--- src/rtl/input_mux_pkg.sv ---
// Purpose: shared mode encodings and select-code helpers for the input selector.
// Latency: none (constants and pure functions only).
// Backpressure: not applicable.
package input_mux_pkg;

  localparam logic MODE_FIXED = 1'b0;
  localparam logic MODE_RR    = 1'b1;

  // The select code just past the last channel index emits zero words.
  function automatic int unsigned zero_code(input int unsigned n_ch);
    return n_ch;
  endfunction

endpackage

--- src/rtl/input_mux_pipe_rr_arbiter.sv ---
// Purpose: round-robin grant over a request vector, starting the search at ptr.
// Latency: purely combinational; ptr update is returned as next_ptr for the caller's register.
// Backpressure: advance (asserted only on an actual transfer) is the sole ptr-moving event.
module rr_arbiter
  import input_mux_pkg::*;
#(
  parameter int N_CH  = 4,
  parameter int PTR_W = (N_CH > 1) ? $clog2(N_CH) : 1
) (
  input  logic [N_CH-1:0]  req,
  input  logic [PTR_W-1:0] ptr,
  input  logic             advance,
  output logic [N_CH-1:0]  grant,
  output logic [PTR_W-1:0] grant_idx,
  output logic             grant_vld,
  output logic [PTR_W-1:0] next_ptr
);

  // Scan from ptr upward, wrapping mod N_CH; first requester wins.
  always_comb begin
    int               idx;
    logic [PTR_W-1:0] scan_idx;
    grant     = '0;
    grant_idx = '0;
    grant_vld = 1'b0;
    idx       = 0;
    scan_idx  = '0;
    for (int k = 0; k < N_CH; k++) begin
      idx = int'(ptr) + k;
      if (idx >= N_CH) begin
        idx = idx - N_CH;
      end
      scan_idx = PTR_W'(idx);
      if (!grant_vld && req[scan_idx]) begin
        grant_vld       = 1'b1;
        grant_idx       = scan_idx;
        grant[scan_idx] = 1'b1;
      end
    end
  end

  // Pointer moves just past the winner only when its beat actually transfers.
  always_comb begin
    next_ptr = ptr;
    if (advance && grant_vld) begin
      if (int'(grant_idx) == N_CH - 1) begin
        next_ptr = '0;
      end else begin
        next_ptr = grant_idx + PTR_W'(1);
      end
    end
  end

endmodule

--- src/rtl/input_mux_pipe.sv ---
// Purpose: N-channel valid/ready input selector (fixed, zero-fill, idle, round-robin); INPUT_MUX_SKID_EN selects a 2-entry skid output.
// Latency: 1 clk from channel transfer to out_valid (skid variant: 1 clk when its FIFO is empty).
// Backpressure: base stage ch_ready = !out_valid || out_ready (comb path); skid variant drives ch_ready from a registered FIFO-space flag.
module input_mux_pipe
  import input_mux_pkg::*;
#(
  parameter int DATA_W = 32,
  parameter int N_CH   = 4,
  parameter int SEL_W  = $clog2(N_CH) + 1
) (
  input  logic                   clk,
  input  logic                   rst_n,
  input  logic                   mode,
  input  logic [SEL_W-1:0]       sel,
  input  logic [N_CH*DATA_W-1:0] ch_data,
  input  logic [N_CH-1:0]        ch_valid,
  output logic [N_CH-1:0]        ch_ready,
  output logic [DATA_W-1:0]      out_data,
  output logic [SEL_W-1:0]       out_ch,
  output logic                   out_valid,
  input  logic                   out_ready
);

  localparam int               PTR_W    = (N_CH > 1) ? $clog2(N_CH) : 1;
  localparam logic [SEL_W-1:0] ZERO_SEL = SEL_W'(zero_code(N_CH));
  localparam logic [SEL_W-1:0] NUM_CH   = SEL_W'(N_CH);

  logic [DATA_W-1:0] ch_word [N_CH];
  logic [PTR_W-1:0]  rr_ptr;
  logic [PTR_W-1:0]  arb_next_ptr;
  logic [N_CH-1:0]   arb_grant;
  logic [PTR_W-1:0]  arb_idx;
  logic              arb_vld;
  logic              arb_advance;

  logic              accept;
  logic              load;
  logic              load_zero;
  logic [N_CH-1:0]   grant_vec;
  logic [PTR_W-1:0]  src_idx;
  logic [DATA_W-1:0] load_data;
  logic [SEL_W-1:0]  load_ch;

  for (genvar i = 0; i < N_CH; i++) begin : g_unpack
    assign ch_word[i] = ch_data[i*DATA_W +: DATA_W];
  end

  rr_arbiter #(
    .N_CH  (N_CH),
    .PTR_W (PTR_W)
  ) u_rr_arbiter (
    .req       (ch_valid),
    .ptr       (rr_ptr),
    .advance   (arb_advance),
    .grant     (arb_grant),
    .grant_idx (arb_idx),
    .grant_vld (arb_vld),
    .next_ptr  (arb_next_ptr)
  );

  // Decode mode/sel into a grant, a load strobe and the word to load.
  always_comb begin
    grant_vec = '0;
    src_idx   = '0;
    load      = 1'b0;
    load_zero = 1'b0;
    if (mode == MODE_RR) begin
      if (arb_vld) begin
        grant_vec = arb_grant;
        src_idx   = arb_idx;
        load      = accept;
      end
    end else if (sel < NUM_CH) begin
      src_idx            = sel[PTR_W-1:0];
      grant_vec[src_idx] = 1'b1;
      load               = accept && ch_valid[src_idx];
    end else if (sel == ZERO_SEL) begin
      load_zero = 1'b1;
      load      = accept;
    end
    load_data = load_zero ? '0 : ch_word[src_idx];
    load_ch   = load_zero ? ZERO_SEL : SEL_W'(src_idx);
    // Holding reset must never hand a beat to us that we would then discard.
    ch_ready  = rst_n ? (grant_vec & {N_CH{accept}}) : '0;
  end

  assign arb_advance = (mode == MODE_RR) && load;

  // Round-robin pointer; only moves on a round-robin transfer.
  always_ff @(posedge clk or negedge rst_n) begin
    if (!rst_n) begin
      rr_ptr <= '0;
    end else begin
      rr_ptr <= arb_next_ptr;
    end
  end

`ifdef INPUT_MUX_SKID_EN

  logic [DATA_W-1:0] fifo_data [2];
  logic [SEL_W-1:0]  fifo_ch   [2];
  logic              wr_ptr;
  logic              rd_ptr;
  logic [1:0]        count;
  logic [1:0]        count_next;
  logic              accept_q;
  logic              pop;

  // Space flag is registered so out_ready never reaches ch_ready combinationally.
  assign accept     = accept_q;
  assign pop        = out_valid && out_ready;
  assign count_next = count + {1'b0, load} - {1'b0, pop};

  // Two-entry in-order FIFO; out_ch is stored alongside each word.
  always_ff @(posedge clk or negedge rst_n) begin
    if (!rst_n) begin
      fifo_data[0] <= '0;
      fifo_data[1] <= '0;
      fifo_ch[0]   <= '0;
      fifo_ch[1]   <= '0;
      wr_ptr       <= 1'b0;
      rd_ptr       <= 1'b0;
      count        <= '0;
      accept_q     <= 1'b0;
    end else begin
      if (load) begin
        fifo_data[wr_ptr] <= load_data;
        fifo_ch[wr_ptr]   <= load_ch;
        wr_ptr            <= ~wr_ptr;
      end
      if (pop) begin
        rd_ptr <= ~rd_ptr;
      end
      count    <= count_next;
      accept_q <= (count_next < 2'd2);
    end
  end

  // Head entry drives the output.
  always_comb begin
    out_valid = (count != 2'd0);
    out_data  = fifo_data[rd_ptr];
    out_ch    = fifo_ch[rd_ptr];
  end

`else

  assign accept = !out_valid || out_ready;

  // Single output register; holds while stalled, clears valid when drained with nothing new.
  always_ff @(posedge clk or negedge rst_n) begin
    if (!rst_n) begin
      out_valid <= 1'b0;
      out_data  <= '0;
      out_ch    <= '0;
    end else if (accept) begin
      out_valid <= load;
      if (load) begin
        out_data <= load_data;
        out_ch   <= load_ch;
      end
    end
  end

`endif

endmodule

--- config.mk ---
export PLATFORM = sky130hd
export DESIGN_NAME = input_mux_pipe
export DESIGN_NICKNAME = d
export VERILOG_FILES = /design/src/rtl/input_mux_pkg.sv /design/src/rtl/input_mux_pipe_rr_arbiter.sv /design/src/rtl/input_mux_pipe.sv
export SDC_FILE = /design/constraint.sdc
export NUM_CORES = 1
export LEC_CHECK = 0
export BUFFER_PORTS_ARGS = -buffer_cell sky130_fd_sc_hd__buf_2
export CAP_MARGIN = 20
export CORE_AREA = 3 3 106 108
export CTS_BUF_LIST = sky130_fd_sc_hd__clkbuf_2 sky130_fd_sc_hd__clkbuf_4 sky130_fd_sc_hd__clkbuf_8
export CTS_CLUSTER_DIAMETER = 120
export DETAILED_ROUTE_END_ITERATION = 8
export DIE_AREA = 0 0 109 111
export SLEW_MARGIN = 20
export SYNTH_ARGS = -nofsm -noshare
export SYNTH_HDL_FRONTEND = slang
export SYNTH_SLANG_ARGS = --single-unit
--- constraint.sdc ---
create_clock -name clk -period 3.9 [get_ports clk]
set_clock_uncertainty 0.05 [all_clocks]
set_input_delay 0.195 -clock clk [delete_from_list [all_inputs] [get_ports clk]]
set_output_delay 0.195 -clock clk [all_outputs]
set_load 0.05 [all_outputs]
Word-level counts from Yosys, hierarchy flattened. Index checks and enable logic that the tools add are counted.

$add $sub $neg: 8. $mul: 0. Div/mod/pow operators: 0. Order comparisons: 16. Equal/unequal tests: 2. Shift-type cells: 0. Mux-type cells: 56. Bitwise gates (word level): 5. Reductions and logical operators: 17.

Operator list (number): $mux W32 (3); $bmux W32 S2 (1); $mux W4 (8); $mux W2 (12); $mux W1 (21); $lt A2 B3 Y1 const B (5); $ge A3 B3 Y1 const B (4); $or A4 B4 Y4 (3); $logic_and A1 B1 Y1 (11); $bmux W1 S2 (5); $demux W1 S2 (5); $ge A2 B1 Y1 const B (5); $sub A2 B1 Y2 const B (4); $add A2 B2 Y3 const B (2); $and A4 B4 Y4 (1); $logic_not A1 Y1 (4); $add A2 B1 Y3 const B (1); $eq A3 B3 Y1 const B (1); $ge A2 B3 Y1 const B (1); $lt A3 B3 Y1 const B (1); $mux W3 (1); $not A2 Y3 (1); $add A2 B1 Y2 const B (1); $eq A2 B1 Y1 const B (1); 2 further kinds (2).

Bits in registers: 38. Bits in latches: 0. RAM bits: 0. Memory bits (read-only): 0. Input port bits: 139. Output and inout port bits: 40. Logic and storage cells: 108. Memories: 0.

Longest topological paths before layout.
Word-level depth: 21. Gate-level depth with buffers: 11.

Cells and area by module. A second synthesis with hierarchy kept.

Cells, all modules: 361. Area total of the unflattened synthesis: 3180.6 µm².

By module, submodules not included: input_mux_pipe (instances 1, cells each 304, area an instance 2722.6 µm², seq. area each 950.9 µm²); rr_arbiter (instances 1, cells each 57, area an instance 457.9 µm², seq. area each 0.0 µm²).

Worst setup path before layout. Ideal clock, no wire load.

Path kind: reg-to-output. From: reg rr_ptr[0]. To: out ch_ready[2]. Arrival: 3248 ps. Required time: 3655 ps. Setup slack: 407 ps. Cell stages (with the launch flop): 9. Buffers on the path: 1. Cell sequence: dfrtp_1 buf_6 inv_1 ha_1 mux4_2 or3_4 nor2_1 a221oi_1 a211oi_1.

Longest elaborated chain between the ends: 18. Elaborated cells on any way between the ends: 64.

RTL lines: from (decl) (line input_mux_pipe.sv:29) `logic [PTR_W-1:0] rr_ptr;`; from (signal assigned) (line input_mux_pipe.sv:94) `rr_ptr <= arb_next_ptr;`; parallel branches: the longest is 14 deep, another holds $add A2 B1 Y3; $mux W4 (*) (line input_mux_pipe.sv:68) `if (arb_vld) begin`; $mux W4 (*) (line input_mux_pipe.sv:67) `if (mode == MODE_RR) begin`; $and A4 B4 Y4 (*) (line input_mux_pipe.sv:84) `ch_ready = rst_n ? (grant_vec & {N_CH{accept}}) : '0;`; $mux W4 (*) (line input_mux_pipe.sv:84); to (decl) (line input_mux_pipe.sv:17) `output logic [N_CH-1:0] ch_ready,`.

Every way passes the cells marked *. The select of a mux whose other input is x is not followed.

Worst setup path after layout.
From: reg rr_ptr[1]. To: out ch_ready[2].

The elaborated chain is that of the path after synthesis.

==> flow_metrics.env <==
export IMPL_io_pins=179
export IMPL_worst_skew_pair_late_latency_ns=0.29
export IMPL_netlist_top_cell_by_area="sky130_fd_sc_hd__dfrtp_1"
export IMPL_tritoncts="built"
export IMPL_design_power_total_mw=3.19
export IMPL_grt_met1_usage_pct=17.1
export IMPL_max_vdd_ir_drop_uv=320
export IMPL_cts_root_buf="sky130_fd_sc_hd__clkbuf_8"
export IMPL_r2r_cells=9
export IMPL_slew_violations=0
export IMPL_share_of_final_layout_standard_cells_stronger_than_drive_strength_1_pct=48.4
export IMPL_critPathArrivalTime_ns=3.11
export IMPL_synth_seq_cells=38
export IMPL_worstHoldStart="ch_data[96]"
export IMPL_port_buffer_count=178
export IMPL_initial_utilization_pct=29.1
export IMPL_preCtsSetupSlack_ns=0.656
export IMPL_seq_area_um2=951
export IMPL_numClockSinks=38
export IMPL_netlist_instances=289
export IMPL_groute_usage_overall_pct=14.7
export IMPL_routed_via_count=2929
export IMPL_crit_required_ns=3.65
export IMPL_top_usage_layer="met2"
export IMPL_grt_setup_unrepaired="false"
export IMPL_chipHeight_um=111
export IMPL_async_flop_share_pct=100
export IMPL_fp_dieW_um=109
export IMPL_post_cts_resize_count=0
export IMPL_route_final_wire_length_um=9210
export IMPL_synth_main_ff_cell="sky130_fd_sc_hd__dfrtp_1"
export IMPL_maxClockFrequency_mhz=298
export IMPL_critical_path_reg2reg_endpoint="out_data[5]"
export IMPL_power_static_leakage_nw=2.19
export IMPL_edff_count_synth=0
export IMPL_grt_start_max_net_pins=40
export IMPL_worst_slew_margin_rel_pct=52.9
export IMPL_synth_net_count=436
export IMPL_timing_worst_setup_path_type="reg -> out"
export IMPL_grt_pass1_vias=2920
export IMPL_drt_antenna_violating_nets=0
export IMPL_fin_ws_ns=0.549
export IMPL_drc_errors=0
export IMPL_grt_use_met2_pct=26.9
export IMPL_hold_crit_depth=3
export IMPL_synthesized_area_per_cell_um2=10.4
export IMPL_seq_area_frac_synth_pct=31.7
export IMPL_netlist_area_mm2=0.00300
export IMPL_worst_setup_hold_path_clk_slew_ns=0.08
export IMPL_gp_congestion=0.892
export IMPL_yosys_warnings=0
export IMPL_initial_antenna_violation_count=0
export IMPL_finalInstanceArea_mm2=0.00408
export IMPL_worst_hold_path_endpoint="out_data[0]"
export IMPL_detailed_place_hpwl_um=7100
export IMPL_placement_cell_area_mm2=0.00397
export IMPL_design_die_area_mm2=0.0121
export IMPL_finalWorstPathRequiredPeriod_ns=3.35
export IMPL_nets_final=603
export IMPL_core_utilization_of_the_finished_layout_pct=39.5
export IMPL_timing_hold_violations_final=0
export IMPL_htree_levels=2
export IMPL_floorplan_rows=37
export IMPL_max_cap_viol_count=0
export IMPL_setup_tns_ns=0
export IMPL_worst_slew_pin_transition_ns=0.706
export IMPL_critPathMaxFanout=10
export IMPL_area_delta_synth_final_pct=35.7
export IMPL_detail_route_first_pass_iterations=5
export IMPL_synth_top_cell_area_share_pct=31.7
export IMPL_result_of_the_run="completed"
export IMPL_min_period_over_period_pct=85.9
export IMPL_final_hold_worst_slack_ns=0.163
export IMPL_grt_ovfl_total=0
export IMPL_dp_cells=584
export IMPL_power_per_cell_area_mw_per_mm2=782
export IMPL_end_kind="output port"
export IMPL_yosys_cell_types_count=40
export IMPL_fp_coreArea_mm2=0.0103
export IMPL_wl_per_cell_um=15.5
export IMPL_n_antenna_cell=0
export IMPL_avgViaCountPerCell=4.94
export IMPL_setup_violations_final=0
export IMPL_maximum_buffer_depth_of_the_clock_tree=2
export IMPL_post_layout_nonfiller_instances=593
export IMPL_hp_class="in -> reg"
export IMPL_drc_violation_total_after_the_first_tritonroute_iteration=103
export IMPL_n_fill_cell=1040
export IMPL_rr_startpoint="rr_ptr[1]"
export IMPL_globalRouteMet3Util_pct=2.97
export IMPL_multi_input_comb_area_mm2=0.00187
export IMPL_grt_pass1_wl_um=14400
export IMPL_synthTopCellsByArea="sky130_fd_sc_hd__dfrtp_1, sky130_fd_sc_hd__mux2i_1, sky130_fd_sc_hd__o221ai_2"
export IMPL_timing_critical_path_from_type="flop"
export IMPL_r2r_slack_ns=0.67
export IMPL_numCtsBuffers=5
timing repair:
item,4_1_cts,5_1_grt
hold buffers,1,0
buffers inserted,0,0
endpoints found under the hold margin,31,0
setup endpoints to repair,0,0
power by group:
group          leakage (nW)  internal, mW  switching, mW
registers             0.470         0.584          0.105
logic                  1.68         0.751           1.45
clock network        0.0472         0.142          0.153
worst max path at each step:
stage              start           to  slack [ns]  depth (start not counted)
6_report       rr_ptr[1]  ch_ready[2]        0.55                          8
5_1_grt        rr_ptr[1]  ch_ready[3]        0.39                          9
4_1_cts        rr_ptr[0]  ch_ready[2]        0.58                          9
3_5_place_dp   rr_ptr[1]  out_data[5]        0.66                          9
3_3_place_gp   rr_ptr[0]  out_data[5]        0.75                         10
2_1_floorplan  rr_ptr[0]  ch_ready[2]        0.41                          8
cell usage after synthesis (all sizes together) (2+ instances only):
cell type	n
nand3	2
mux2	3
buf	16
dfrtp	38
nand2b	7
inv	5
o21ai	5
clkbuf	9
o21bai	3
o31ai	2
nand3b	2
ha	8
a21oi	4
nor3	2
mux4	3
mux2i	68
a22oi	6
nand2	43
nor2	11
a211oi	6
o221ai	32
nor4	3
logic make-up after synthesis:
logic type | synth area share, %
AOI/OAI and AO/OA | 20.6
buffers and inverters | 6.58
adders and majority gates | 3.33
and+or+nand+nor | 11.8
muxes | 26.0
DFF | 31.7
routing by layer:
layer,up-vias,routed length [um]
met5,-,0
met4,0,134
met3,10,766
met2,117,4660
met1,1371,3650
li1,1431,-
worst max-delay path, stage by stage, from the launching register on:
cell and delay [ns]:
sky130_fd_sc_hd__dfrtp_1 0.53, sky130_fd_sc_hd__inv_1 0.15, sky130_fd_sc_hd__ha_1 0.42, sky130_fd_sc_hd__mux4_2 0.43
sky130_fd_sc_hd__or3_4 0.44, sky130_fd_sc_hd__nor2_1 0.15, sky130_fd_sc_hd__a221oi_1 0.11, sky130_fd_sc_hd__a211oi_1 0.27
sky130_fd_sc_hd__buf_2 0.30
flip-flops by register name (all words and copies together) (netlist names):
| signal | cells |
|---|---|
| out_valid | 1 |
| rr_ptr | 2 |
| out_ch | 3 |
| out_data | 32 |
final cells by class:
class	instances	share of cell area [%]
multi-input cells	221	45.9
repair buffers	185	23.8
flip-flops and latches	38	23.3
well taps	136	4.18
clock buffers	6	2.03
inverters	5	0.461
clock inverters	2	0.307
cell usage in the layout (no fill, tap or decap), types with 2 or more instances in the layout:
cell type,instances
sky130_fd_sc_hd__buf_2,178
sky130_fd_sc_hd__buf_12,2
sky130_fd_sc_hd__o21ai_0,4
sky130_fd_sc_hd__nor3_1,2
sky130_fd_sc_hd__a211oi_1,5
sky130_fd_sc_hd__a21oi_1,4
sky130_fd_sc_hd__mux4_2,3
sky130_fd_sc_hd__inv_1,5
sky130_fd_sc_hd__o31ai_1,2
sky130_fd_sc_hd__ha_1,8
sky130_fd_sc_hd__nand3_1,2
sky130_fd_sc_hd__clkbuf_8,6
sky130_fd_sc_hd__nand2b_1,6
sky130_fd_sc_hd__mux2i_1,68
sky130_fd_sc_hd__nand3b_1,2
sky130_fd_sc_hd__buf_4,4
sky130_fd_sc_hd__mux2_2,2
sky130_fd_sc_hd__nor4_1,2
sky130_fd_sc_hd__a22oi_1,6
sky130_fd_sc_hd__dfrtp_1,38
sky130_fd_sc_hd__nor2_1,11
sky130_fd_sc_hd__o221ai_1,14
sky130_fd_sc_hd__nand2_1,42
sky130_fd_sc_hd__o221ai_2,18
sky130_fd_sc_hd__o21bai_1,3
No activity file was read; power rests on OpenSTA's default activity.
